## config.mk

```make
export PLATFORM = sky130hd
export DESIGN_NAME = fetch_ctrl_flat
export DESIGN_NICKNAME = d
export VERILOG_FILES = /design/src/rtl/fetch_ctrl_if.sv /design/src/rtl/fetch_ctrl.sv /design/src/flat_wrapper.sv
export SDC_FILE = /design/constraint.sdc
export NUM_CORES = 1
export LEC_CHECK = 0
export BUFFER_PORTS_ARGS = -buffer_cell sky130_fd_sc_hd__buf_2
export CAP_MARGIN = 25
export CORE_ASPECT_RATIO = 1.4
export CORE_MARGIN = 1
export CORE_UTILIZATION = 55
export DETAILED_ROUTE_END_ITERATION = 8
export PLACE_DENSITY = 0.86
export SLEW_MARGIN = 20
export SYNTH_ARGS = -nofsm -noshare
export SYNTH_HDL_FRONTEND = slang
export SYNTH_SLANG_ARGS = --single-unit
```

## constraint.sdc

```tcl
create_clock -name clk -period 8.4 [get_ports clk]
set_input_delay 0.42 -clock clk [delete_from_list [all_inputs] [get_ports clk]]
set_output_delay 0.42 -clock clk [all_outputs]
set_load 0.005 [all_outputs]
```

## src/rtl/fetch_ctrl_if.sv

```systemverilog
// Fetch-side bundle: instruction-memory request/ack and the decode handshake,
// including the branch inputs sampled by the fetch controller on accept.
interface fetch_ctrl_if #(
  parameter int DATA_WIDTH = 32
);
  logic                  imem_req;
  logic [DATA_WIDTH-1:0] imem_addr;
  logic                  imem_ack;
  logic [DATA_WIDTH-1:0] imem_rdata;
  logic                  instr_valid;
  logic                  instr_ready;
  logic [DATA_WIDTH-1:0] instr_out;
  logic [DATA_WIDTH-1:0] instr_pc;
  logic                  PCsrc;
  logic [DATA_WIDTH-1:0] ImmOp;

  modport master (
    output imem_req, imem_addr, instr_valid, instr_out, instr_pc,
    input  imem_ack, imem_rdata, instr_ready, PCsrc, ImmOp
  );

  modport slave (
    input  imem_req, imem_addr, instr_valid, instr_out, instr_pc,
    output imem_ack, imem_rdata, instr_ready, PCsrc, ImmOp
  );
endinterface

```

## src/rtl/fetch_ctrl.sv

```systemverilog
// PC sequencer and single-entry instruction fetch buffer: one outstanding
// memory request, valid/ready hand-off to decode, branch and misalignment trap.
//
// state | meaning
// ------+-----------------------------------------------
// IDLE  | one cycle after reset, no request
// REQ   | fetch of PC_out outstanding, waiting for ack
// HOLD  | instruction buffered, offered to decode
// FAULT | misaligned branch target trapped, reset only
module fetch_ctrl #(
  parameter int                    DATA_WIDTH = 32,
  parameter logic [DATA_WIDTH-1:0] RESET_PC   = '0
) (
  input  logic                  clk,
  input  logic                  rst,
  fetch_ctrl_if.master          bus,
  output logic [DATA_WIDTH-1:0] PC_out,
  output logic                  fault,
  output logic [DATA_WIDTH-1:0] instr_count
);

  typedef enum logic [1:0] {
    IDLE  = 2'd0,
    REQ   = 2'd1,
    HOLD  = 2'd2,
    FAULT = 2'd3
  } state_t;

  state_t                state;
  state_t                state_nxt;
  logic                  accept;
  logic                  misaligned;
  logic [DATA_WIDTH-1:0] target;
  logic [DATA_WIDTH-1:0] instr_out_q;
  logic [DATA_WIDTH-1:0] instr_pc_q;

  assign accept     = (state == HOLD) && bus.instr_ready;
  assign target     = instr_pc_q + (bus.PCsrc ? bus.ImmOp : DATA_WIDTH'(4));
  assign misaligned = (target[1:0] != 2'b00);

  always_ff @(posedge clk or posedge rst) begin
    if (rst) begin
      state <= IDLE;
    end else begin
      state <= state_nxt;
    end
  end

  always_comb begin
    state_nxt = state;
    case (state)
      IDLE:    state_nxt = REQ;
      REQ:     if (bus.imem_ack) state_nxt = HOLD;
      HOLD:    if (accept) state_nxt = misaligned ? FAULT : REQ;
      FAULT:   state_nxt = FAULT;
      default: state_nxt = IDLE;
    endcase
  end

  // Handshake outputs decode only the registered state, never the inputs.
  always_comb begin
    bus.imem_req    = 1'b0;
    bus.instr_valid = 1'b0;
    fault           = 1'b0;
    case (state)
      REQ:     bus.imem_req    = 1'b1;
      HOLD:    bus.instr_valid = 1'b1;
      FAULT:   fault           = 1'b1;
      default: ;
    endcase
  end

  always_ff @(posedge clk or posedge rst) begin
    if (rst) begin
      PC_out      <= RESET_PC;
      instr_out_q <= '0;
      instr_pc_q  <= '0;
      instr_count <= '0;
    end else begin
      if ((state == REQ) && bus.imem_ack) begin
        instr_out_q <= bus.imem_rdata;
        instr_pc_q  <= PC_out;
      end
      if (accept) begin
        instr_count <= instr_count + DATA_WIDTH'(1);
        if (!misaligned) begin
          PC_out <= target;
        end
      end
    end
  end

  assign bus.imem_addr = PC_out;
  assign bus.instr_out = instr_out_q;
  assign bus.instr_pc  = instr_pc_q;

endmodule

```

## src/flat_wrapper.sv

```systemverilog
// flat-port wrapper written by rule: the top's interface ports become plain ports
module fetch_ctrl_flat 
#(
  parameter int                    DATA_WIDTH = 32,
  parameter logic [DATA_WIDTH-1:0] RESET_PC   = '0
)
  (clk, rst, PC_out, fault, instr_count, bus_imem_req, bus_imem_addr, bus_instr_valid, bus_instr_out, bus_instr_pc, bus_imem_ack, bus_imem_rdata, bus_instr_ready, bus_PCsrc, bus_ImmOp);
  fetch_ctrl_if #(.DATA_WIDTH(DATA_WIDTH)) bus_i ();
  input  logic clk;
  input  logic rst;
  output logic [DATA_WIDTH-1:0] PC_out;
  output logic fault;
  output logic [DATA_WIDTH-1:0] instr_count;
  output wire logic [$bits(bus_i.imem_req)-1:0] bus_imem_req;
  output wire logic [$bits(bus_i.imem_addr)-1:0] bus_imem_addr;
  output wire logic [$bits(bus_i.instr_valid)-1:0] bus_instr_valid;
  output wire logic [$bits(bus_i.instr_out)-1:0] bus_instr_out;
  output wire logic [$bits(bus_i.instr_pc)-1:0] bus_instr_pc;
  input wire logic [$bits(bus_i.imem_ack)-1:0] bus_imem_ack;
  input wire logic [$bits(bus_i.imem_rdata)-1:0] bus_imem_rdata;
  input wire logic [$bits(bus_i.instr_ready)-1:0] bus_instr_ready;
  input wire logic [$bits(bus_i.PCsrc)-1:0] bus_PCsrc;
  input wire logic [$bits(bus_i.ImmOp)-1:0] bus_ImmOp;
  assign bus_imem_req = bus_i.imem_req;
  assign bus_imem_addr = bus_i.imem_addr;
  assign bus_instr_valid = bus_i.instr_valid;
  assign bus_instr_out = bus_i.instr_out;
  assign bus_instr_pc = bus_i.instr_pc;
  assign bus_i.imem_ack = bus_imem_ack;
  assign bus_i.imem_rdata = bus_imem_rdata;
  assign bus_i.instr_ready = bus_instr_ready;
  assign bus_i.PCsrc = bus_PCsrc;
  assign bus_i.ImmOp = bus_ImmOp;
  fetch_ctrl #(.DATA_WIDTH(DATA_WIDTH), .RESET_PC(RESET_PC)) u_core (.clk(clk), .rst(rst), .bus(bus_i), .PC_out(PC_out), .fault(fault), .instr_count(instr_count));
endmodule
```

# After elaboration in Yosys (flattened, before gate mapping)
# Cells that the tools add are included.
# W data, S select, Z words.
[totals]
ff_bits = 130
elab_cells = 27
output_inout_bits = 163
[classes]
eq_ne = 5
mux = 8
n_addsub = 2
reduce_logical = 6
n_bitwise = 1
[ops]
columns = ["operator", "n"]
rows = [
  ["$add A32 B1 Y32 const B", 1],
  ["$add A32 B32 Y32", 1],
  ["$mux W32", 1],
  ["$pmux W2 S4", 1],
  ["$mux W2", 3],
  ["$eq A2 B2 Y1 const B", 2],
  ["$reduce_and A2 Y1", 2],
  ["$mux W1", 3],
  ["$eq A2 B1 Y1 const B", 1],
  ["$logic_and A1 B1 Y1", 2],
  ["$logic_not A2 Y1", 1],
  ["$ne A2 B1 Y1 const B", 1],
  ["$ne A2 B2 Y1 const B", 1],
  ["$reduce_bool A2 Y1", 1],
  ["$not A1 Y1", 1],
]

# Depth between registers and ports, before layout
[depth]
depth_word = 6
mapped_depth = 12

# Worst setup path after synthesis
# No wires, ideal clock.
[synth_timing]
path_kind = "in2reg"
from = "input port bus_PCsrc"
to = "register u_core.PC_out[28]"
required_ps = 8280
path_slack_ps = 5216
stages = 12
arrival_ps = 3065
path_cell_list = "clkbuf_1 -> and2_1 -> ha_1 -> fa_1 -> a21o_1 -> a221oi_2 -> o21bai_2 -> a21oi_4 -> o21ai_2 -> or4_1 -> a31o_1 -> a31o_1"
[synth_between]
elab_chain_len = 5
[synth_rtl]
columns = ["element", "line", "text"]
rows = [
  ["start, declared", "flat_wrapper.sv:22", "input wire logic [$bits(bus_i.PCsrc)-1:0] bus_PCsrc;"],
  ["$mux W32 *", "fetch_ctrl.sv:38", "assign target = instr_pc_q + (bus.PCsrc ? bus.ImmOp : DATA_WIDTH'(4));"],
  ["$add A32 B32 Y32 *", "fetch_ctrl.sv:38", ""],
  ["$reduce_bool A2 Y1", "fetch_ctrl.sv:39", "assign misaligned = (target[1:0] != 2'b00);"],
  ["$not A1 Y1 (no line)", "--", ""],
  ["$reduce_and A2 Y1 (no line)", "--", ""],
  ["end signal, assigned", "fetch_ctrl.sv:87", "PC_out <= target;"],
  ["end, declared", "fetch_ctrl.sv:17", "output logic [DATA_WIDTH-1:0] PC_out,"],
]
# Mark *: on every way between the ends. The rest lies on a longest branch, timed or not.
# A chain may end at the register's enable or synchronous reset.

# Final worst setup path
# Same ends and word-level chain as after synthesis.

==> flow_summary.yaml <==
run_status:
  status: "finished with violations"
  violations: "design-rule violations"
clocking:
  root_buffer: "clkbuf_16"
  clkLatencyLatePin_ns: 0.40
  cts_buffers: 17
  cts_setup_buffers: 0
  cts_buffer_depth: 2
  clk_pin_slew_ns: 0.06
  ctsHoldBuffers: 0
  post_cts_resize_count: 0
  htree_num_levels: 4
  cts_num_sinks: 130
  cts_tree: "done"
run:
  cap_violations: 0
logic_synthesis:
  synthCells: 671
  synth_cell_types: 55
  synthArstFlopShare_pct: 100
  synth.most_common_cell: "dfrtp_1"
  synthTopCellsByCount: "130 x dfrtp_1, 70 x nand2_1, 64 x mux2_2, 42 x xnor2_1, 40 x o21ai_0"
  synth.avg_cell_area_sq_um: 10.5
  ys.flop_type: "dfrtp_1"
  synth_area_leaders: "dfrtp_1 46%, mux2_2 10%, ha_1 5.9%, xnor2_1 5.2%, nand2_1 3.7%"
  syn_nets: 774
  yosys_warnings: 0
  ys_seq_area_share_pct: 46.2
  ys_seq_elements: 130
  yosysTopAreaCell: "dfrtp_1"
  syn_area_sq_mm: 0.00705
  yosys.area.top_type_share_pct: 46.2
  synth_edf_count: 0
sta:
  rsz0062_at_grt: "no"
  fin_crit_ns: 3.22
  final_hold_viol_count: 0
  worst_pin_slew_ns: 0.818
  fin_crit_sh_pct: 38.4
  slew_violations: 0
  whs_ns: 0.174
  clock_skew_ns: 0.0116
  max_clock_freq_mhz: 310
  setup_ws_ns: 5.18
  relSlewSlack_pct: 45.5
  final.setup.tns_ns: 0
  setup_viol: 0
global_routing:
  grt_pass1_wl_microns: 27000
  overflow: 0
  grt_use_total_pct: 25.7
  antenna_found_initial: 0
  grt_pass1_vias: 5616
  grt_max_degree: 67
critical_path:
  criticalPathCategory: "input port to register"
  ff2ff_path_depth: 10
  slowest_delay_ns: 0.50
  endpoint_kind: "register"
  r2r_start: "u_core.bus.instr_pc[0]"
  critPathLaunchType: "input port"
  reg2reg_slack_ns: 5.30
  cp.required_ns: 8.70
  critPathArrivalTime_ns: 3.52
  critPathSlowestCell: "or4_1"
  cp_max_fo: 32
  path_cells: "buf_2 > and2_1 > ha_1 > fa_1 > a21o_1 > a221oi_2 > o21bai_2 > a21oi_4 > o21ai_2 > or4_1 > a31o_1 > a31o_1"
  crit_start: "bus_PCsrc"
  r2r-end: "u_core.PC_out[28]"
  crit_top_cell: "a31o_1"
route:
  post_drt_wl_per_cell_microns: 16.3
  routed_wl_microns: 16800
  drtIter0Drc: 183
  drc: 46
  vias: 5726
  final_antenna_net_count: 0
  post_drt_via_cell_ratio: 5.55
  drtPass1Iterations: 7
die:
  die-area_sq_mm: 0.0133
  num_rows: 48
  die_x_microns: 97.7
  core_region_area_sq_mm: 0.0124
  start_util_pct: 56.7
  dieHeight_microns: 136
  io_pins: 232
power:
  p_leak_nw: 4.64
  powerDensity_mw_per_mm2: 253
  peakVddDrop_mv: 0.143
cells_and_area:
  nets: 971
  drive_above_1_share_pct: 38.9
  fillers: 984
  area_growth_pct: 23.4
  antenna_cells: 0
  fin_area_sq_mm: 0.00869
  final_util_pct: 69.9
place:
  dpl_cell_area_sq_mm: 0.00808
  gp_congestion: 0.844
  pre_cts_ws_ns: 4.78
  portBuffers: 231
  hpwl_microns: 12300
hold_path:
  min_path_type: "input port to asynchronous set/reset pin"
## area by class of cell
type                    count  area (sq um)  area share, %
clock inverters            13           150           1.73
well taps                 150           188           2.16
clock buffers              19           443           5.09
multi-input cells         473          3420           39.4
flip-flops and latches    130          3250           37.4
repair buffers            234          1190           13.7
inverters                  12          47.5          0.547
## kinds of logic after synthesis
logic type                 after synthesis  share of synthesized area, %
DFF                                    130                          46.2
xor gates and xnor gates                54                          6.71
adders and majority gates               34                          6.14
AOI/OAI and AO/OA                      125                          11.5
and+or+nand+nor                        196                          13.9
buffers and inverters                   68                          5.34
muxes                                   64                          10.2
## metrics by stage
step / total power, W / instances
2_1_floorplan: 0.00124 / 671
3_3_place_gp: 0.00145 / 998
3_5_place_dp: 0.00148 / 998
4_1_cts: 0.00222 / 1030
5_1_grt: 0.00233 / 1031
6_report: 0.00220 / 1031
## critical path: cells and delay by family
kind	cells	cell delay (ns)
AO/OA/AOI/OAI	7	1.46
buffers and inverters	1	0.27
adder cells (fa/ha/maj)	2	0.61
AND/OR/NAND/NOR	2	0.75
## power breakdown
group	leakage (nW)	switching, W	internal [W]
Clock	0.285	0.000288	0.000450
Sequential	1.71	0.000113	0.000780
Combinational	2.65	0.000270	0.000303
## sequential cells by signal, indices dropped and copies added (netlist names)
name / cells
u_core.instr_count: 32
u_core.PC_out: 32
u_core.bus.instr_out: 32
u_core.bus.instr_pc: 32
u_core.state: 2
## routing by layer
metal / wire, microns / part of all wire (%) / track usage (%) / up-vias
met5: 0 / 0 / 0 / -
met1: 6650 / 40 / 29.5 / 2732
met3: 1030 / 6.1 / 5.24 / 42
li1: - / - / - / 2716
met2: 8620 / 51 / 46.0 / 236
met4: 488 / 2.9 / 12.0 / 0
## worst max path at each step
stage	end	slack, ns	depth (start not counted)
after global placement	u_core.PC_out[28]	4.86	12
after floorplan	u_core.PC_out[0]	4.51	1
after CTS	u_core.PC_out[28]	5.20	12
final	u_core.PC_out[28]	5.18	12
after detailed placement	u_core.PC_out[28]	4.78	12
after global routing	u_core.PC_out[28]	5.03	12
## layout by cell type (no fill, tap or decap), types with 22 or more instances in the layout
| master | count |
|---|---|
| buf_2 | 231 |
| dfrtp_1 | 130 |
| nand2_1 | 68 |
| mux2_2 | 64 |
| xnor2_1 | 42 |
| o21ai_0 | 40 |
| and2_1 | 36 |
| ha_1 | 33 |
| a21oi_1 | 27 |
| nand3_1 | 22 |
| nor2_1 | 22 |
No activity file was read; power rests on OpenSTA's default activity.
